File: config.mk
export PLATFORM = sky130hd
export DESIGN_NAME = np_mem_arbiter
export DESIGN_NICKNAME = d
export VERILOG_FILES = /design/src/rtl/np_mem_arbiter.sv
export SDC_FILE = /design/constraint.sdc
export NUM_CORES = 1
export LEC_CHECK = 0
export CAP_MARGIN = 20
export CORE_MARGIN = 10
export CORE_UTILIZATION = 41
export DETAILED_ROUTE_END_ITERATION = 16
export PLACE_DENSITY = 0.81
export SKIP_CTS_REPAIR_TIMING = 1
export SLEW_MARGIN = 25
export SYNTH_ARGS = -nofsm -noshare
export SYNTH_HDL_FRONTEND = slang
export SYNTH_SLANG_ARGS = --single-unit
File: constraint.sdc
create_clock -name clk -period 2.03 [get_ports clk]
set_input_delay 0.406 -clock clk [delete_from_list [all_inputs] [get_ports clk]]
set_output_delay 0.406 -clock clk [all_outputs]
set_load 0.02 [all_outputs]
File: src/rtl/np_mem_arbiter.sv
// np_mem_arbiter: round-robin sharing of one single-port synchronous memory between ports A and B
module np_mem_arbiter #(
    parameter int WIDTH    = 32,
    parameter int ADDRSIZE = 12,
    parameter int MEM_LAT  = 1
) (
    input  logic                clk,
    input  logic                reset,
    input  logic                a_req,
    input  logic                a_wr,
    input  logic [ADDRSIZE-1:0] a_addr,
    input  logic [WIDTH-1:0]    a_wdata,
    output logic                a_gnt,
    output logic                a_rvalid,
    output logic [WIDTH-1:0]    a_rdata,
    input  logic                b_req,
    input  logic                b_wr,
    input  logic [ADDRSIZE-1:0] b_addr,
    input  logic [WIDTH-1:0]    b_wdata,
    output logic                b_gnt,
    output logic                b_rvalid,
    output logic [WIDTH-1:0]    b_rdata,
    output logic                mem_en,
    output logic                mem_wr,
    output logic [ADDRSIZE-1:0] mem_addr,
    output logic [WIDTH-1:0]    mem_wdata,
    input  logic [WIDTH-1:0]    mem_rdata,
    output logic                busy
);
    localparam logic [1:0] IDLE   = 2'd0;
    localparam logic [1:0] ISSUE  = 2'd1;
    localparam logic [1:0] WAIT   = 2'd2;
    localparam logic [1:0] DONE   = 2'd3;
    localparam logic [1:0] LAT_M1 = 2'(MEM_LAT - 1);

    logic [1:0] state, nxt, cnt;
    logic       last_owner;
    logic       start, pick, done;

    // Arbitration and next state; DONE also samples requests so a new grant can follow the rvalid cycle directly.
    always_comb begin
        start = (state == IDLE || state == DONE) && (a_req || b_req);
        pick  = (a_req && b_req) ? ~last_owner : b_req;
        done  = (state == WAIT) && (cnt == 2'd0);
        nxt   = (state == ISSUE) ? (mem_wr ? IDLE : WAIT) :
                (state == WAIT)  ? (done ? DONE : WAIT) :
                (start ? ISSUE : IDLE);
    end

    // Sequencer state, strobes and per-port read data; last_owner (1 = B) also names the current owner.
    always_ff @(posedge clk or negedge reset) begin
        if (!reset) begin
            state      <= IDLE;
            cnt        <= 2'd0;
            last_owner <= 1'b1;
            busy       <= 1'b0;
            a_gnt      <= 1'b0;
            b_gnt      <= 1'b0;
            a_rvalid   <= 1'b0;
            b_rvalid   <= 1'b0;
            mem_en     <= 1'b0;
            mem_wr     <= 1'b0;
            mem_addr   <= '0;
            mem_wdata  <= '0;
            a_rdata    <= '0;
            b_rdata    <= '0;
        end else begin
            state    <= nxt;
            busy     <= nxt != IDLE;
            cnt      <= (state == ISSUE && !mem_wr) ? LAT_M1 : (cnt != 2'd0 ? cnt - 2'd1 : 2'd0);
            a_gnt    <= start && !pick;
            b_gnt    <= start && pick;
            mem_en   <= start;
            mem_wr   <= start && (pick ? b_wr : a_wr);
            a_rvalid <= done && !last_owner;
            b_rvalid <= done && last_owner;
            if (start) begin
                last_owner <= pick;
                mem_addr   <= pick ? b_addr : a_addr;
                mem_wdata  <= pick ? b_wdata : a_wdata;
            end
            if (done && !last_owner)
                a_rdata <= mem_rdata;
            if (done && last_owner)
                b_rdata <= mem_rdata;
        end
    end
endmodule

# Word level (Yosys, flattened, before mapping)
# Index checks and enable logic that the tools add are counted.
op_classes:
  addsub: 1
  eq_ne: 3
  mux: 11
  n_bitwise: 1
  reduce_logical: 18
op_table:
  columns: ["op", "count"]
  rows:
  - ["$mux W32", 1]
  - ["$mux W12", 1]
  - ["$mux W2", 5]
  - ["$logic_and A1 B1 Y1", 9]
  - ["$eq A2 B2 Y1 const B", 2]
  - ["$logic_not A2 Y1", 2]
  - ["$mux W1", 4]
  - ["$reduce_bool A2 Y1", 2]
  - ["$logic_not A1 Y1", 3]
  - ["$eq A2 B1 Y1 const B", 1]
  - ["$logic_or A1 B1 Y1", 2]
  - ["$sub A2 B1 Y2 const B", 1]
  - ["$not A1 Y1", 1]
word_totals:
  reg_bits: 120
  in_bits: 126
  output_inout_bits: 115
  wordCells: 48

# Logic depth before layout (Yosys ltp)
# Gate-level depths: netlist of run 1.
depth:
  depth_word: 7
  mapped_depth: 7
  mapped_depth_nobuf: 6

# Worst setup path after synthesis of run 1
# Ideal clock, no wire load.
synth_timing:
  path_kind: "reg2reg"
  start: "register state[0]"
  end: "register a_rdata[10]"
  setup_time_ns: 0.125
  arrival_time_ns: 1.645
  required_time_ns: 1.905
  slack_ns: 0.260
  path_stages_with_launch: 7
  n_path_buf: 1
  period_less_slack_ns: 1.770
  cell_sequence: "dfrtp_1 > inv_1 > ha_1 > or3b_4 > nor2_8 > buf_12 > mux2_4"
synth_between:
  elab_chain_cells: 3
synth_lines:
  columns: ["item", "line_no", "text"]
  rows:
  - ["from (decl)", "36", "logic [1:0] state, nxt, cnt;"]
  - ["from (signal assigned)", "68", "state <= nxt;"]
  - ["$eq A2 B2 Y1", "44", "done = (state == WAIT) && (cnt == 2'd0);"]
  - ["$logic_and A1 B1 Y1", "44", null]
  - ["$logic_and A1 B1 Y1", "82", "if (done && !last_owner)"]
  - ["to (signal assigned)", "83", "a_rdata <= mem_rdata;"]
  - ["to (decl)", "15", "output logic [WIDTH-1:0] a_rdata,"]
# Every way passes these cells.
# A chain may end at the register's enable or synchronous reset.

# Worst setup path after layout of run 1
layout_timing:
  start: "register state[0]"
  end: "register a_rdata[19]"
# Same word-level chain as after synthesis.

==> metrics, run 1 <==
actual slew at the worst max-slew pin=~460 ps; Max Cap Viol=0; RSZ-0062 raised after global routing=false; # nets final=696; ys async rst share=100%; H-tree depth=4; CTS tree=yes; routed length per instance=approximately 22 um; clock-pin slew on the worst setup and hold paths=60 ps; TritonCTS Buffers=17; sequential share of the synthesized area=59.7%; root buffer cell=clkbuf_16; Crit Reg-Reg Startpoint=state[0]$_DFF_PN0_; fillcell total=slightly above 800; Final ANT Viol Nets=0; Post-route DRC=0; Area contributors post-synth=dfrtp_1 (59%), mux2_4 (17%), a221o_1 (8.7%), and2_0 (3.0%), and2_1 (2.5%); Die H=between 100 and 150 um; post-detail-place hpwl=about 12000 um; CP max stage cell=or3b_4; CP max stage delay=between 400 and 500 ps; Tmin final=~1900 ps; skew final=roughly 6.3 ps; HP Start=cnt[0]$_DFF_PN0_; peak supply drop=~0.90 mV; CP max FO=21; Cell Pwr Density=1840 nW/um^2; worst r2r path cells=6; initial antenna violation count=0; number of synthesized register bits=120; FP Rows=40; Max clock buf depth=2; Synth Area per Inst=around 16 um^2; Port Buffers=240; final worst path period share=94.5%; CP top delay family=simple AND/OR/NAND/NOR gates; final cell count without fillers=728; n_diodes=0; number of cells on the worst hold path=1; Initial DRC Count=approximately 230; GRT Residual Overflow=0; Hold Crit Class=reg -> reg; Leakage=around 0.0036 uW; via density per instance=between 5 and 6; first-pass GRT wire length=23900 um; Final Hold Fails=0; Most used DFF post-synth=dfrtp_1; routed wire length=about 16000 um; Placeable Area=12000 um^2; Max Slew Vio Count=0; CP cell instances=inv_1 -> ha_1 -> or3b_4 -> nor2_8 -> buf_12 -> mux2_4; Setup CP Type=reg -> reg; largest net degree at the start of global routing=50; drt pass-1 iters=5; Worst-Skew Late Latency=~400 ps; syn nets=445; die width=131 um; post-synth top area share=59.1%; IO Count=approximately 240; final setup fails=0; area delta synth->final=64.2%; Worst setup EP type=register; WP data arrival=~2200 ps; CP Launch Type=register; max frequency=about 0.52 GHz; Placer Congestion=around 0.80; initial core utilization=between 40% and 50%; setup TNS=0 ps; Yosys cell types=26; Worst Hold Path EP=cnt[0]$_DFF_PN0_; fraction of layout cells with a size suffix above 1=approximately a fifth; Slew HR=a little under 70%; clock sinks=120; cell taking the most area after synthesis=dfrtp_1; count leader, synth=dfrtp_1; Yosys warning count=0; Cell Area, Synth=5030 um^2; Req. time, crit path=~2300 ps; critical path depth in cells=6; vias in the first global route=between 4000 and 5000; status=finished, final reports clean; FF-to-FF End=a_rdata[19]$_DFFE_PN0P_; synth cell count leaders=dfrtp_1 (119), mux2_4 (58), a221o_1 (44), and2_0 (24), and2_1 (20); Synth Instances=approximately 320; Cells after DPL=~700; Total Routing Usage GR=18.1%; die footprint=roughly 17000 um^2; CP Buf/Inv Count=2; EDFF count, synth=0; R2R Setup Slk=around 110 ps; via count=between 3000 and 4000
[cell families after synthesis]
family                     count (synthesis)  share of synthesized area [%]
muxes                                     64                           18.6
and+or+nand+nor                           55                           7.18
DFF                                      120                           59.7
adders and majority gates                  2                          0.497
AOI/OAI and AO/OA                         52                           9.89
buffers and inverters                     24                           4.13
[state kept, by name, summed over array words and instances (netlist names)]
name,count
mem_addr,12
mem_wr,1
a_rvalid,1
a_rdata,32
b_gnt,1
state,2
b_rvalid,1
last_owner,1
cnt,2
mem_wdata,32
mem_en,1
busy,1
b_rdata,32
a_gnt,1
[area by class of cell]
type,instances,area (um^2),area share [%]
clock inverter,14,198,2.39
timing repair buffer,251,2580,31.3
multi-input combinational,173,1840,22.2
tap,147,184,2.22
clock buffer,18,439,5.31
sequential,120,3000,36.3
inverter,5,18.8,0.227
[cell usage in the layout, fill, tap and decap left out, drive strengths merged]
cell type / n
clkdlybuf4s50: 239
dfrtp: 119
mux2: 64
a221o: 44
and2: 44
clkbuf: 18
buf: 11
inv: 7
clkinv: 6
nand2: 4
bufinv: 4
nor2: 4
o21ai: 3
a21oi: 3
ha: 2
clkinvlp: 2
nand2b: 1
or3b: 1
and3: 1
a22o: 1
a21o: 1
dlygate4sd3: 1
dfstp: 1
[layer usage]
metal  GRT usage [%]  vias to the layer above  part of all wire (%)
li1                -                     1664                     -
met1            21.0                     1807                    40
met2            28.5                      210                    46
met3            10.4                       12                    13
met4            4.45                        0                  0.97
met5               0                        -                     0
[through the flow]
stage	utilization [%]	hold WS, ps	area (um^2)	setup WS [ps]	total power (uW)
6_report	68.8	458	8270	112	15200
5_1_grt	68.8	483	8270	42.4	16000
4_1_cts	68.7	-45.2	8260	106	15400
3_5_place_dp	63.4	385	7620	123	12100
3_3_place_gp	63.4	374	7620	164	11900
2_1_floorplan	-	110	5030	260	8600
[power by group]
| part | switching (uW) | internal [uW] | total, uW |
|---|---|---|---|
| Combinational | 3500 | 4170 | 7670 |
| Sequential | 728 | 3610 | 4340 |
| Clock | 1120 | 2100 | 3210 |
| Total | 5340 | 9880 | 15200 |
[worst max path at each step]
stage | start | endpoint | slack [ps]
after global placement | state[0]$_DFF_PN0_ | a_rdata[27]$_DFFE_PN0P_ | 160
after detailed placement | state[0]$_DFF_PN0_ | a_rdata[26]$_DFFE_PN0P_ | 120
after floorplan | state[0]$_DFF_PN0_ | a_rdata[10]$_DFFE_PN0P_ | 260
after CTS | state[0]$_DFF_PN0_ | a_rdata[19]$_DFFE_PN0P_ | 110
final | state[0]$_DFF_PN0_ | a_rdata[19]$_DFFE_PN0P_ | 110
after global routing | state[0]$_DFF_PN0_ | a_rdata[29]$_DFFE_PN0P_ | 40
Note: power is estimated with default switching activity, not from simulation.
==> run 2, diff against run 1 <==
Settings changed: CELL_PAD_IN_SITES_DETAIL_PLACEMENT set to 1, CELL_PAD_IN_SITES_GLOBAL_PLACEMENT set to 1, CORE_UTILIZATION 41 to 32, PLACE_DENSITY 0.81 to unset, PLACE_DENSITY_LB_ADDON set to 0.1.
==> metrics, run 2 (synthesized netlist as in run 1, its figures left out) <==
Port Buffers=240; final cell count without fillers=a little under 800; setup TNS=0 ps; H-tree depth=4; RSZ-0062 raised after global routing=false; status=finished, final reports clean; initial core utilization=about a third; most frequent cells in the layout=clkdlybuf4s50_1 (239), dfrtp_1 (119), mux2_4 (58), a221o_1 (44), and2_0 (24); # nets final=699; via count=approximately 3700; Leakage=0.00356 uW; Post-route DRC=0; Critical Path Start=state[0]$_DFF_PN0_; routed length per instance=21.6 um; Slew HR=69.4%; Worst setup EP type=register; post-detail-place hpwl=~13000 um; CTS tree=yes; area delta synth->final=65.8%; worst r2r path cells=6; die footprint=21200 um^2; CP cell instances=inv_1 -> ha_1 -> or3b_4 -> nor2_8 -> buf_4 -> mux2_4; Final Hold Fails=0; Final ANT Viol Nets=0; CP max stage cell=or3b_4; actual slew at the worst max-slew pin=~460 ps; Design Power=~15000 uW; first-pass GRT wire length=between 20000 and 30000 um; Max Slew Vio Count=0; routed wire length=17100 um; peak supply drop=~0.63 mV; Cell Pwr Density=roughly 1800 nW/um^2; most common cell after layout, fill and taps aside=clkdlybuf4s50_1; clock-pin slew on the worst setup and hold paths=roughly 50 ps; TritonCTS Buffers=17; fraction of layout cells with a size suffix above 1=between 10% and 20%; Worst-Skew Late Latency=around 410 ps; vias in the first global route=between 4000 and 5000; pre-CTS setup slack=~120 ps; CP max FO=6; Die H=approximately 150 um; critical path depth in cells=6; largest net degree at the start of global routing=58; via density per instance=roughly 4.7; CP Buf/Inv Count=2; Area after DPL=slightly below 8000 um^2; max frequency=0.521 GHz; drt pass-1 iters=4; CP top delay family=simple AND/OR/NAND/NOR gates; R2R Setup Slk=110 ps; Placeable Area=15300 um^2; skew final=roughly 6.5 ps; FF-to-FF End=b_rdata[15]$_DFFE_PN0P_; Max clock buf depth=2; GRT Residual Overflow=0; final setup fails=0; Placer Congestion=about 0.75; fin worst setup slack=between 100 and 150 ps; Tmin final=between 1500 and 2000 ps; Setup CP Type=reg -> reg; Total Routing Usage GR=between 15 and 20%; Initial DRC Count=between 100 and 150; root buffer cell=clkbuf_16; CP max stage delay=470 ps; initial antenna violation count=0; Cells after DPL=roughly 760; biggest registers after layout=a_rdata (32), b_rdata (32), mem_wdata (32); Hold Crit Class=reg -> reg; Req. time, crit path=about 2300 ps; Critical Path Sink=b_rdata[15]$_DFFE_PN0P_; n_diodes=0; Crit Reg-Reg Startpoint=state[0]$_DFF_PN0_; CP Launch Type=register; IO Count=241; final worst path period share=94.5%; WP data arrival=~2200 ps; Max Cap Viol=0; final instance area=around 8300 um^2; number of cells on the worst hold path=1; FP Rows=45; clock sinks=between 100 and 150; die width=~150 um
## run 2: cell count changes in the layout (fill, tap and decap cells not counted)
cell       previous run  this run
clkinv_2              2         4
bufinv_16             4         2
clkbuf_8              1         3
buf_12                8        11
inv_6                 2         0
clkinv_4              4         0
clkbuf_1              0         4
## run 2: area by class of cell
cell class                      count  area [um^2]
Inverter                            5         18.8
Tap cell                          211          264
Sequential cell                   120         3000
Timing Repair Buffer              254         2650
Clock inverter                      8         95.1
Fill cell                        1502         6970
Multi-Input combinational cell    173         1840
Clock buffer                       24          482
## run 2: worst min-delay path by stage
| stage | from | endpoint |
|---|---|---|
| 2_1_floorplan | reset | a_gnt$_DFF_PN0_ |
| 3_3_place_gp | reset | a_rdata[8]$_DFFE_PN0P_ |
| 3_5_place_dp | reset | a_rdata[8]$_DFFE_PN0P_ |
| 4_1_cts | reset | a_rdata[8]$_DFFE_PN0P_ |
| 5_1_grt | cnt[0]$_DFF_PN0_ | cnt[0]$_DFF_PN0_ |
| 6_report | cnt[0]$_DFF_PN0_ | cnt[0]$_DFF_PN0_ |
## run 2: metal layers
metal  global-route usage, %  routed length, um  vias up
li1                        -                  -     1666
met1                    19.3               7180     1881
met2                    25.0               7930      174
met3                    10.1               1930        6
met4                    3.19                 91        0
met5                       0                  0        -
## run 2: where the power goes
part | internal (uW) | switching [uW]
Sequential | 3610 | 710
Combinational | 4280 | 3610
Clock | 1900 | 1050
## run 2: stage by stage
step	hold slack (ps)	util [%]
final	455	54.5
after global routing	481	54.5
after CTS	-52.8	54.4
after detailed placement	392	50.7
after global placement	387	50.7
after floorplan	110	-
==> run 3, diff against run 2 <==
Settings changed: CORE_UTILIZATION 32 to 33, CTS_BUF_LIST set to sky130_fd_sc_hd__clkbuf_4 sky130_fd_sc_hd__clkbuf_8.
==> metrics, run 3 (synthesized netlist as in run 1, its figures left out) <==
Placer Congestion=between 0.7 and 0.8; Die H=about 140 um; status=finished, final reports clean; via count=~3700; final worst path period share=a little over nine tenths; Leakage=around 0.0035 uW; peak supply drop=0.638 mV; fillcell total=about 1500; via density per instance=roughly 4.8; Worst Hold Path EP=cnt[0]$_DFF_PN0_; H-tree depth=4; Final Hold Fails=0; fraction of layout cells with a size suffix above 1=about a fifth; Cells after DPL=739; Total Routing Usage GR=16.2%; CP max stage delay=roughly 460 ps; Max Slew Vio Count=0; first-pass GRT wire length=between 20000 and 30000 um; worst r2r path cells=6; initial core utilization=roughly a third; TritonCTS Buffers=17; FF-to-FF End=b_rdata[27]$_DFFE_PN0P_; number of cells on the worst hold path=1; final cell count without fillers=approximately 770; HP Start=cnt[0]$_DFF_PN0_; CP cell instances=inv_1 -> ha_1 -> or3b_4 -> nor2_8 -> buf_12 -> mux2_2; Final ANT Viol Nets=0; CP top delay family=simple AND/OR/NAND/NOR gates; Hold Crit Class=reg -> reg; IO Count=between 200 and 250; die footprint=between 20000 and 25000 um^2; routed wire length=roughly 17000 um; Max clock buf depth=2; Initial DRC Count=about 140; max frequency=roughly 0.5 GHz; initial antenna violation count=1; skew final=between 8 and 9 ps; clock sinks=between 100 and 150; Setup CP Type=reg -> reg; Tmin final=around 2000 ps; Placeable Area=approximately 15000 um^2; fin worst setup slack=roughly 82 ps; biggest registers after layout=a_rdata (32), b_rdata (32), mem_wdata (32); Req. time, crit path=2340 ps; WP data arrival=about 2300 ps; Critical Path Start=state[0]$_DFF_PN0_; CP Launch Type=register; Max Cap Viol=0; FP Rows=45; GRT Residual Overflow=0; drt pass-1 iters=4; actual slew at the worst max-slew pin=555 ps; post-detail-place hpwl=~13000 um; CP Buf/Inv Count=2; pre-CTS setup slack=~93 ps; CTS tree=yes; largest net degree at the start of global routing=between 40 and 50; # nets final=~700; RSZ-0062 raised after global routing=false; final setup fails=0; Worst-Skew Late Latency=420 ps; Crit Reg-Reg Startpoint=state[0]$_DFF_PN0_; root buffer cell=clkbuf_8; most frequent cells in the layout=clkdlybuf4s50_1 (239), dfrtp_1 (119), mux2_4 (58), a221o_1 (44), and2_0 (24); Slew HR=between 60% and 70%; Post-route DRC=0; Port Buffers=240; setup TNS=0 ps; CP max stage cell=or3b_4; die width=approximately 140 um; Sequential Area=around 3000 um^2; R2R Setup Slk=80 ps; Worst setup EP type=register; clock-pin slew on the worst setup and hold paths=70 ps; CP max FO=26; vias in the first global route=around 4300; routed length per instance=~22 um; Design Power=about 14000 uW; area delta synth->final=61.7%; Cell Pwr Density=~1800 nW/um^2; Multi-input gate area=approximately 1800 um^2; most common cell after layout, fill and taps aside=clkdlybuf4s50_1
run 3: power breakdown:
part / leakage, uW / switching, uW / internal [uW] / total (uW)
clock: 0.000229 / 932 / 1490 / 2420
sequential: 0.00145 / 724 / 3610 / 4330
combinational: 0.00182 / 3540 / 4170 / 7710
total: 0.00350 / 5190 / 9270 / 14500
run 3: through the flow:
stage / utilization [%] / hold WS, ps / instance area [um^2]
after floorplan: - / 110 / 5030
after global placement: 50.9 / 427 / 7680
after detailed placement: 50.9 / 432 / 7680
after CTS: 53.9 / -43.4 / 8130
after global routing: 53.9 / 491 / 8140
final: 54.0 / 459 / 8140
run 3: per-layer routing:
layer | part of all wire, % | global-route usage (%) | vias up
met2 | 47 | 24.9 | 171
li1 | - | - | 1669
met5 | 0 | 0 | -
met3 | 11 | 9.01 | 14
met4 | 1.7 | 5.70 | 0
met1 | 40 | 18.6 | 1895
run 3: worst max path at each step:
stage	endpoint	slack, ps	cells after the start
3_3_place_gp	b_rdata[27]$_DFFE_PN0P_	150	6
3_5_place_dp	b_rdata[27]$_DFFE_PN0P_	90	6
2_1_floorplan	a_rdata[10]$_DFFE_PN0P_	260	6
4_1_cts	b_rdata[27]$_DFFE_PN0P_	70	6
6_report	b_rdata[27]$_DFFE_PN0P_	80	6
5_1_grt	b_rdata[27]$_DFFE_PN0P_	10	6
run 3: layout make-up:
| type | count | area share [%] |
|---|---|---|
| Multi-Input combinational cell | 173 | 22.6 |
| Timing Repair Buffer | 254 | 31.9 |
| Antenna cell | 2 | 0.0615 |
| Clock buffer | 23 | 3.73 |
| Clock inverter | 8 | 1.75 |
| Inverter | 5 | 0.230 |
| Tap cell | 188 | 2.89 |
| Sequential cell | 120 | 36.9 |
